[src/rtl/axi_lite_rd_master_if.sv]
// Bus bundle for axi_lite_rd_master: command input, AXI4-Lite read
// channels and the returned-word stream, with master/slave views.
interface axi_lite_rd_master_if #(
  parameter int unsigned AXI_DATA_WIDTH = 32,
  parameter int unsigned AXI_ADDR_WIDTH = 4,
  parameter int unsigned LEN_WIDTH      = 8
);
  logic [AXI_ADDR_WIDTH-1:0] cmd_addr_i;
  logic [LEN_WIDTH-1:0]      cmd_len_i;
  logic                      cmd_valid_i;
  logic                      cmd_ready_o;

  logic [AXI_ADDR_WIDTH-1:0] m_axi_araddr;
  logic [2:0]                m_axi_arprot;
  logic                      m_axi_arvalid;
  logic                      m_axi_arready;
  logic [AXI_DATA_WIDTH-1:0] m_axi_rdata;
  logic [1:0]                m_axi_rresp;
  logic                      m_axi_rvalid;
  logic                      m_axi_rready;

  logic [AXI_DATA_WIDTH-1:0] data_o;
  logic                      data_valid_o;
  logic                      data_ready_i;
  logic                      data_last_o;

  logic                      busy_o;
  logic                      done_o;
  logic                      err_o;

  modport master (
    input  cmd_addr_i, cmd_len_i, cmd_valid_i,
    input  m_axi_arready, m_axi_rdata, m_axi_rresp, m_axi_rvalid,
    input  data_ready_i,
    output cmd_ready_o,
    output m_axi_araddr, m_axi_arprot, m_axi_arvalid, m_axi_rready,
    output data_o, data_valid_o, data_last_o,
    output busy_o, done_o, err_o
  );

  modport slave (
    output cmd_addr_i, cmd_len_i, cmd_valid_i,
    output m_axi_arready, m_axi_rdata, m_axi_rresp, m_axi_rvalid,
    output data_ready_i,
    input  cmd_ready_o,
    input  m_axi_araddr, m_axi_arprot, m_axi_arvalid, m_axi_rready,
    input  data_o, data_valid_o, data_last_o,
    input  busy_o, done_o, err_o
  );
endinterface

[src/rtl/axi_lite_rd_master.sv]
// AXI4-Lite read initiator: turns a (start address, word count) command into
// one single-beat AR/R transaction per word, forwarding each word on a
// valid/ready stream. One transaction outstanding at a time.
module axi_lite_rd_master #(
  parameter int unsigned AXI_DATA_WIDTH = 32,
  parameter int unsigned AXI_ADDR_WIDTH = 4,
  parameter int unsigned LEN_WIDTH      = 8
) (
  input logic                  axi_clk,
  input logic                  axi_rst_n,
  axi_lite_rd_master_if.master bus
);

  localparam logic [AXI_ADDR_WIDTH-1:0] ADDR_STEP = AXI_ADDR_WIDTH'(AXI_DATA_WIDTH / 8);

  typedef enum logic [1:0] {
    ST_IDLE,
    ST_AR,
    ST_R,
    ST_OUT
  } state_e;

  state_e                    state_q, state_d;
  logic [AXI_ADDR_WIDTH-1:0] addr_q, addr_d;
  logic [LEN_WIDTH-1:0]      remaining_q, remaining_d;
  logic [AXI_DATA_WIDTH-1:0] data_q, data_d;
  logic                      last_q, last_d;
  logic                      err_q, err_d;
  logic                      done_q, done_d;

  // State and datapath registers; reset abandons any transaction in flight.
  always_ff @(posedge axi_clk or negedge axi_rst_n) begin
    if (!axi_rst_n) begin
      state_q     <= ST_IDLE;
      addr_q      <= '0;
      remaining_q <= '0;
      data_q      <= '0;
      last_q      <= 1'b0;
      err_q       <= 1'b0;
      done_q      <= 1'b0;
    end else begin
      state_q     <= state_d;
      addr_q      <= addr_d;
      remaining_q <= remaining_d;
      data_q      <= data_d;
      last_q      <= last_d;
      err_q       <= err_d;
      done_q      <= done_d;
    end
  end

  // Next-state and datapath updates for the IDLE -> AR -> R -> OUT sequence.
  always_comb begin
    state_d     = state_q;
    addr_d      = addr_q;
    remaining_d = remaining_q;
    data_d      = data_q;
    last_d      = last_q;
    err_d       = err_q;
    done_d      = 1'b0;

    unique case (state_q)
      ST_IDLE: begin
        if (bus.cmd_valid_i) begin
          addr_d      = bus.cmd_addr_i;
          remaining_d = bus.cmd_len_i;
          err_d       = 1'b0;
          if (bus.cmd_len_i == '0) begin
            done_d = 1'b1;
          end else begin
            state_d = ST_AR;
          end
        end
      end

      ST_AR: begin
        if (bus.m_axi_arready) begin
          state_d = ST_R;
        end
      end

      ST_R: begin
        if (bus.m_axi_rvalid) begin
          data_d  = bus.m_axi_rdata;
          last_d  = (remaining_q == LEN_WIDTH'(1));
          state_d = ST_OUT;
          if (bus.m_axi_rresp != 2'b00) begin
            err_d = 1'b1;
          end
        end
      end

      ST_OUT: begin
        if (bus.data_ready_i) begin
          remaining_d = remaining_q - LEN_WIDTH'(1);
          addr_d      = addr_q + ADDR_STEP;
          if (last_q) begin
            state_d = ST_IDLE;
            done_d  = 1'b1;
          end else begin
            state_d = ST_AR;
          end
        end
      end

      default: state_d = ST_IDLE;
    endcase
  end

  // Handshake outputs decode the registered state only, so they never
  // depend combinationally on the far side's inputs.
  always_comb begin
    bus.cmd_ready_o   = (state_q == ST_IDLE);
    bus.busy_o        = (state_q != ST_IDLE);
    bus.m_axi_arvalid = (state_q == ST_AR);
    bus.m_axi_araddr  = addr_q;
    bus.m_axi_arprot  = 3'b000;
    bus.m_axi_rready  = (state_q == ST_R);
    bus.data_valid_o  = (state_q == ST_OUT);
    bus.data_o        = data_q;
    bus.data_last_o   = last_q & (state_q == ST_OUT);
    bus.done_o        = done_q;
    bus.err_o         = err_q;
  end

endmodule
[src/flat_wrapper.sv]
// flat-port wrapper written by rule: the top's interface ports become plain ports
module axi_lite_rd_master_flat 
#(
  parameter int unsigned AXI_DATA_WIDTH = 32,
  parameter int unsigned AXI_ADDR_WIDTH = 4,
  parameter int unsigned LEN_WIDTH      = 8
)
  (axi_clk, axi_rst_n, bus_cmd_addr_i, bus_cmd_len_i, bus_cmd_valid_i, bus_m_axi_arready, bus_m_axi_rdata, bus_m_axi_rresp, bus_m_axi_rvalid, bus_data_ready_i, bus_cmd_ready_o, bus_m_axi_araddr, bus_m_axi_arprot, bus_m_axi_arvalid, bus_m_axi_rready, bus_data_o, bus_data_valid_o, bus_data_last_o, bus_busy_o, bus_done_o, bus_err_o);
  axi_lite_rd_master_if #(.AXI_DATA_WIDTH(AXI_DATA_WIDTH), .AXI_ADDR_WIDTH(AXI_ADDR_WIDTH), .LEN_WIDTH(LEN_WIDTH)) bus_i ();
  input logic axi_clk;
  input logic axi_rst_n;
  input wire logic [$bits(bus_i.cmd_addr_i)-1:0] bus_cmd_addr_i;
  input wire logic [$bits(bus_i.cmd_len_i)-1:0] bus_cmd_len_i;
  input wire logic [$bits(bus_i.cmd_valid_i)-1:0] bus_cmd_valid_i;
  input wire logic [$bits(bus_i.m_axi_arready)-1:0] bus_m_axi_arready;
  input wire logic [$bits(bus_i.m_axi_rdata)-1:0] bus_m_axi_rdata;
  input wire logic [$bits(bus_i.m_axi_rresp)-1:0] bus_m_axi_rresp;
  input wire logic [$bits(bus_i.m_axi_rvalid)-1:0] bus_m_axi_rvalid;
  input wire logic [$bits(bus_i.data_ready_i)-1:0] bus_data_ready_i;
  output wire logic [$bits(bus_i.cmd_ready_o)-1:0] bus_cmd_ready_o;
  output wire logic [$bits(bus_i.m_axi_araddr)-1:0] bus_m_axi_araddr;
  output wire logic [$bits(bus_i.m_axi_arprot)-1:0] bus_m_axi_arprot;
  output wire logic [$bits(bus_i.m_axi_arvalid)-1:0] bus_m_axi_arvalid;
  output wire logic [$bits(bus_i.m_axi_rready)-1:0] bus_m_axi_rready;
  output wire logic [$bits(bus_i.data_o)-1:0] bus_data_o;
  output wire logic [$bits(bus_i.data_valid_o)-1:0] bus_data_valid_o;
  output wire logic [$bits(bus_i.data_last_o)-1:0] bus_data_last_o;
  output wire logic [$bits(bus_i.busy_o)-1:0] bus_busy_o;
  output wire logic [$bits(bus_i.done_o)-1:0] bus_done_o;
  output wire logic [$bits(bus_i.err_o)-1:0] bus_err_o;
  assign bus_i.cmd_addr_i = bus_cmd_addr_i;
  assign bus_i.cmd_len_i = bus_cmd_len_i;
  assign bus_i.cmd_valid_i = bus_cmd_valid_i;
  assign bus_i.m_axi_arready = bus_m_axi_arready;
  assign bus_i.m_axi_rdata = bus_m_axi_rdata;
  assign bus_i.m_axi_rresp = bus_m_axi_rresp;
  assign bus_i.m_axi_rvalid = bus_m_axi_rvalid;
  assign bus_i.data_ready_i = bus_data_ready_i;
  assign bus_cmd_ready_o = bus_i.cmd_ready_o;
  assign bus_m_axi_araddr = bus_i.m_axi_araddr;
  assign bus_m_axi_arprot = bus_i.m_axi_arprot;
  assign bus_m_axi_arvalid = bus_i.m_axi_arvalid;
  assign bus_m_axi_rready = bus_i.m_axi_rready;
  assign bus_data_o = bus_i.data_o;
  assign bus_data_valid_o = bus_i.data_valid_o;
  assign bus_data_last_o = bus_i.data_last_o;
  assign bus_busy_o = bus_i.busy_o;
  assign bus_done_o = bus_i.done_o;
  assign bus_err_o = bus_i.err_o;
  axi_lite_rd_master #(.AXI_DATA_WIDTH(AXI_DATA_WIDTH), .AXI_ADDR_WIDTH(AXI_ADDR_WIDTH), .LEN_WIDTH(LEN_WIDTH)) u_core (.axi_clk(axi_clk), .axi_rst_n(axi_rst_n), .bus(bus_i));
endmodule
[config.mk]
export PLATFORM = sky130hd
export DESIGN_NAME = axi_lite_rd_master_flat
export DESIGN_NICKNAME = d
export VERILOG_FILES = /design/src/rtl/axi_lite_rd_master_if.sv /design/src/rtl/axi_lite_rd_master.sv /design/src/flat_wrapper.sv
export SDC_FILE = /design/constraint.sdc
export NUM_CORES = 1
export LEC_CHECK = 0
export ABC_AREA = 0
export ABC_CLOCK_PERIOD_IN_PS = 2000
export BUFFER_PORTS_ARGS = -buffer_cell sky130_fd_sc_hd__buf_2
export CAP_MARGIN = 5
export CELL_PAD_IN_SITES_DETAIL_PLACEMENT = 0
export CELL_PAD_IN_SITES_GLOBAL_PLACEMENT = 2
export CORE_ASPECT_RATIO = 1.2
export CORE_MARGIN = 2
export CORE_UTILIZATION = 26
export CTS_CLUSTER_DIAMETER = 30
export DETAILED_ROUTE_END_ITERATION = 16
export GPL_TIMING_DRIVEN = 0
export PLACE_DENSITY_LB_ADDON = 0.1
export SETUP_SLACK_MARGIN = 0.15
export SYNTH_ARGS = -nofsm -noshare
export SYNTH_HDL_FRONTEND = slang
export SYNTH_SLANG_ARGS = --single-unit
[constraint.sdc]
create_clock -name axi_clk -period 2 [get_ports axi_clk]
set_input_delay 0 -clock axi_clk [delete_from_list [all_inputs] [get_ports axi_clk]]
set_output_delay 0 -clock axi_clk [all_outputs]
set_load 0.1 [all_outputs]
Yosys cells after proc, flatten, opt, wreduce, memory -nomap -nowiden

Index checks and enable logic that the tools add are counted.
Widths: inputs -> output; s select.

Flip-flop bits (word level): 49
Input bits: 52
Output and inout bits: 47
Logic and storage cells: 52

Add/sub/neg operators: 2
Equal/unequal tests: 10
Multiplexer cells: 22
Bitwise operators: 1
Reduce and logical (&&, ||, !) cells: 10

Operators by type and width:

| kind                | count |
|---|---|
| $mux 8              | 2 |
| $pmux 8 s2          | 1 |
| $mux 2              | 5 |
| $ne 2x2->1 const B  | 5 |
| $eq 8x1->1 const B  | 1 |
| $logic_not 8->1     | 1 |
| $mux 1              | 8 |
| $mux 4              | 2 |
| $pmux 2 s4          | 1 |
| $pmux 4 s2          | 1 |
| $reduce_bool 2->1   | 4 |
| $sub 8x1->8 const B | 1 |
| $reduce_and 5->1    | 1 |
| $add 4x3->4 const B | 1 |
| $eq 2x2->1 const B  | 2 |
| $pmux 1 s2          | 2 |
| $reduce_and 4->1    | 1 |
| $reduce_and 3->1    | 1 |
| $eq 2x1->1 const B  | 1 |
| $logic_not 2->1     | 1 |
| $ne 2x1->1 const B  | 1 |
| $reduce_and 2->1    | 1 |
| $and 1x1->1         | 1 |

Depth between registers and ports, before layout

Word-level depth: 4
Depth in mapped cells: 8
Depth with buffers taken out: 6

Worst setup path after synthesis

No wires, ideal clock.

Path kind: reg2reg
From: reg u_core.state_q[0]
To: reg u_core.done_q, in the netlist u_core.bus.done_o
Setup time: 0.074 ns
Data arrival time: 2.453 ns
Data required time: 1.926 ns
Path slack: -0.527 ns
Stages on the path, launching flop included: 5
Path buffers: 0
Clock period less this slack: 2.527 ns
Cell sequence: dfrtp_1 > ha_1 > and2_1 > a2bb2oi_1 > nor2_1

Cells in the longest elaborated chain, start to end: 2
Elaborated cells on any way between the ends: 3
Classes of those cells: 1 x eq/ne; 1 x mux; 1 x reduce/logical

Ends and longest elaborated chain:

| what                     | line                     | source |
|---|---|---|
| start: declaration       | axi_lite_rd_master.sv:23 | `state_e state_q, state_d;` |
| start signal: assignment | axi_lite_rd_master.sv:42 | `state_q <= state_d;` |
| $eq 2x2->1               | -                        |  |
| net bus_data_valid_o     | flat_wrapper.sv:26       | `output wire logic [$bits(bus_i.data_valid_o)-1:0] bus_data_valid_o;` |
| $pmux 1 s2               | axi_lite_rd_master.sv:62 | `unique case (state_q)` |
| net u_core.done_d        | axi_lite_rd_master.sv:29 | `logic done_q, done_d;` |
| end signal: assignment   | axi_lite_rd_master.sv:48 | `done_q <= done_d;` |
| end: declaration         | axi_lite_rd_master.sv:29 |  |

The timed path passes the listed nets, and every way through them passes these cells.
A chain may end at the register's enable or synchronous reset.

Worst setup path in the final report

From: reg u_core.remaining_q[3]
To: reg u_core.remaining_q[7]

Cells in the longest elaborated chain, start to end: 3

Ends and longest elaborated chain:

| what                     | line                     | source |
|---|---|---|
| start: declaration       | axi_lite_rd_master.sv:25 | `logic [LEN_WIDTH-1:0] remaining_q, remaining_d;` |
| start signal: assignment | axi_lite_rd_master.sv:44 | `remaining_q <= remaining_d;` |
| $sub 8x1->8              | axi_lite_rd_master.sv:95 | `remaining_d = remaining_q - LEN_WIDTH'(1);` |
| $mux 8                   | axi_lite_rd_master.sv:94 | `if (bus.data_ready_i) begin` |
| $pmux 8 s2               | axi_lite_rd_master.sv:62 |  |

Every way passes these cells. The select of a mux whose other input is x is not followed.

==> out/results.ini <==
[global_routing]
antenna_found_initial=0
grt_max_degree=50
grt_pass1_vias=2099
grt_pass1_wl_um=10400
grt_overflow=0
track_usage=0.1343

[placed_design]
place_hpwl_um=4512
gp_congestion=0.7132
portBuffers=95

[yosys]
syn_area_um2=2312
synth.area.top_cells=dfrtp_1 53%, mux2_2 17%, ha_1 3.2%
synth-warning-count=0
ys_seq_area_frac=0.5303
yosys.area.top_type=dfrtp_1
syn_inst=194
synth.top_cell.area_share=0.5303
synth.avg_cell_area_um2=11.92
synth-seq-cells=49
synth_cell_type_count=40

[timing]
fin_crit_ps=1797
max_freq_mhz=556.5
tns_ps=0
setup_viol=0
fin_crit_sh=0.8985
relSlewSlack=0.2513
drv_slew=0
rsz0062_at_grt=yes
fin_skew_ps=5.175
worstMarginPinSlew_ps=1123
finalHoldViolCount=0

[clock_network]
path_clk_slew_ps=100
insertion_delay_ps=300
cts_tree=done
cts_made_buffers=5
ctsRootBufferMaster=clkbuf_8
htree_levels=2
cts_buffer_depth=2
cts_sinks=49

[critical_path]
crit_buf_inv=0
r2r-start=u_core.remaining_q[3]
cp.required_ps=2240
max_stage_delay_ps=560
critical-path-slowest-cell=nor4_1
cpMostUsedCell=nand3_1
cp-end-kind=register
worstPathArrival_ps=2030
path_max_fanout=5
cp_top_family=simple AND/OR/NAND/NOR gates
crit_type=reg2reg
crit_chain=nor4_1 -> nand3_1 -> or4_1 -> nand3_1
critPathLaunch=u_core.remaining_q[3]
cp-start-kind=register

[routing]
drc=0
routed-via-count=2034
drt-total-wl_um=6526
antenna_left=0
drtPass1Iterations=4
vias_per_cell=4.374
drt_iter0_drc=50
wire_per_inst_um=14.03

[flow_run]
maxCapViolations=0

[die]
num_io_pins=99
die_area_um2=9667
rows=37
die_h_um=107.3
initial_core_util=0.2685
fp.dieW_um=90.09
core-area_um2=8611

[final_layout]
mostFrequentLayoutCells=95 x buf_2, 47 x dfrtp_1, 41 x dlygate4sd3_1, 35 x mux2_2
drive_gt1_frac=0.4943
fillerInstances=858
register_area_um2=1229
diodes=0
multiInputGateArea_um2=1056
final_common_cell=buf_2
final_nets=405
synthToLayoutAreaGrowth_pct=56.33

[hold_path]
min_from=bus_cmd_addr_i[2]
hp-class=in2reg

[status]
status=completed

[state kept, by name (all words and copies together) (netlist names)]
signal / flops
u_core.state_q: 2
u_core.bus.m_axi_araddr: 4
u_core.bus.done_o: 1
u_core.last_q: 1
u_core.remaining_q: 8
u_core.bus.err_o: 1
u_core.bus.data_o: 32
[cell type report]
type / instances / share of cell area
flip-flops and latches: 49 / 0.3399
well taps: 117 / 0.04050
clock buffers: 5 / 0.01904
clock inverters: 3 / 0.01211
repair buffers: 145 / 0.2672
multi-input cells: 127 / 0.2921
inverters: 8 / 0.009000
plain buffers: 11 / 0.02008
[cell usage after synthesis (all sizes together)]
cell type  instances
a2111oi            1
a21o               1
a21oi              8
a2bb2oi            2
a31o               1
a31oi              1
a41oi              1
and2               2
and4               1
buf                5
clkbuf             7
conb               1
dfrtp             49
ha                 6
inv                8
mux2              35
mux2i              2
nand2              6
nand2b             1
nand3              8
nand4              1
nand4b             1
nand4bb            1
nor2              12
nor2b              3
nor3               5
nor4               2
nor4b              1
o211ai             2
o21a               1
o21ai              6
o221a              2
o22a               2
o22ai              5
or2                1
or3                1
or4                1
or4b               1
[final timing paths]
path                       slack [ps]  depth (start not counted)                         end
hold reg to reg                   510                          1       u_core.bus.data_o[27]
setup / recovery                  200                          4       u_core.remaining_q[7]
min in group asynchronous         450                          2       u_core.bus.data_o[16]
max in group asynchronous         790                          2           u_core.state_q[0]
setup reg to reg                  200                          4       u_core.remaining_q[7]
hold / removal                     30                          3  u_core.bus.m_axi_araddr[2]
[per-stage QoR]
step | setup slack (ps) | util | hold WS [ps] | cell area [um^2] | instances
2_1_floorplan | 66.70 | - | -295.6 | 2355 | 196
3_3_place_gp | 12.83 | 0.3457 | 233.2 | 2977 | 408
3_5_place_dp | -17.57 | 0.3457 | 238.1 | 2977 | 408
4_1_cts | 168.7 | 0.4108 | 20.10 | 3537 | 459
5_1_grt | 143.2 | 0.4198 | 62.46 | 3615 | 465
6_report | 203.1 | 0.4198 | 33.78 | 3615 | 465
[kinds of logic (layout without fill, tap and decap cells)]
| family | after synthesis | count (layout) | synth area share |
|---|---|---|---|
| AOI/OAI and AO/OA | 33 | 33 | 0.09849 |
| adders and majority gates | 6 | 6 | 0.03247 |
| buffers and inverters | 20 | 172 | 0.04383 |
| DFF | 49 | 49 | 0.5303 |
| muxes | 37 | 37 | 0.1791 |
| other | 1 | 3 | 0.001622 |
| and+or+nand+nor | 48 | 48 | 0.1142 |
[repair_timing]
| action | 4_1_cts | 5_1_grt |
|---|---|---|
| buffers inserted | 3 | 6 |
| resized for setup | 5 | 4 |
| setup endpoints to repair | 35 | 3 |
| endpoints found under the hold margin | 89 | 0 |
| pin swaps | 1 | 3 |
| hold buffers | 41 | 0 |
| gates cloned | 0 | 0 |
[metal layers]
layer | GRT usage | vias up | share of wire
li1 | - | 1002 | -
met1 | 0.1699 | 965 | 0.46
met2 | 0.2385 | 65 | 0.50
met3 | 0.02381 | 2 | 0.036
met4 | 0.03297 | 0 | 0.0055
met5 | 0 | - | 0
[worst min-delay path: stages]
cell and delay [ps]:
buf_2 80, o21ai_0 70, a2bb2oi_1 140
Power is not shown: default switching activity piles up to over one toggle a cycle in this logic, so the estimate is an artifact.
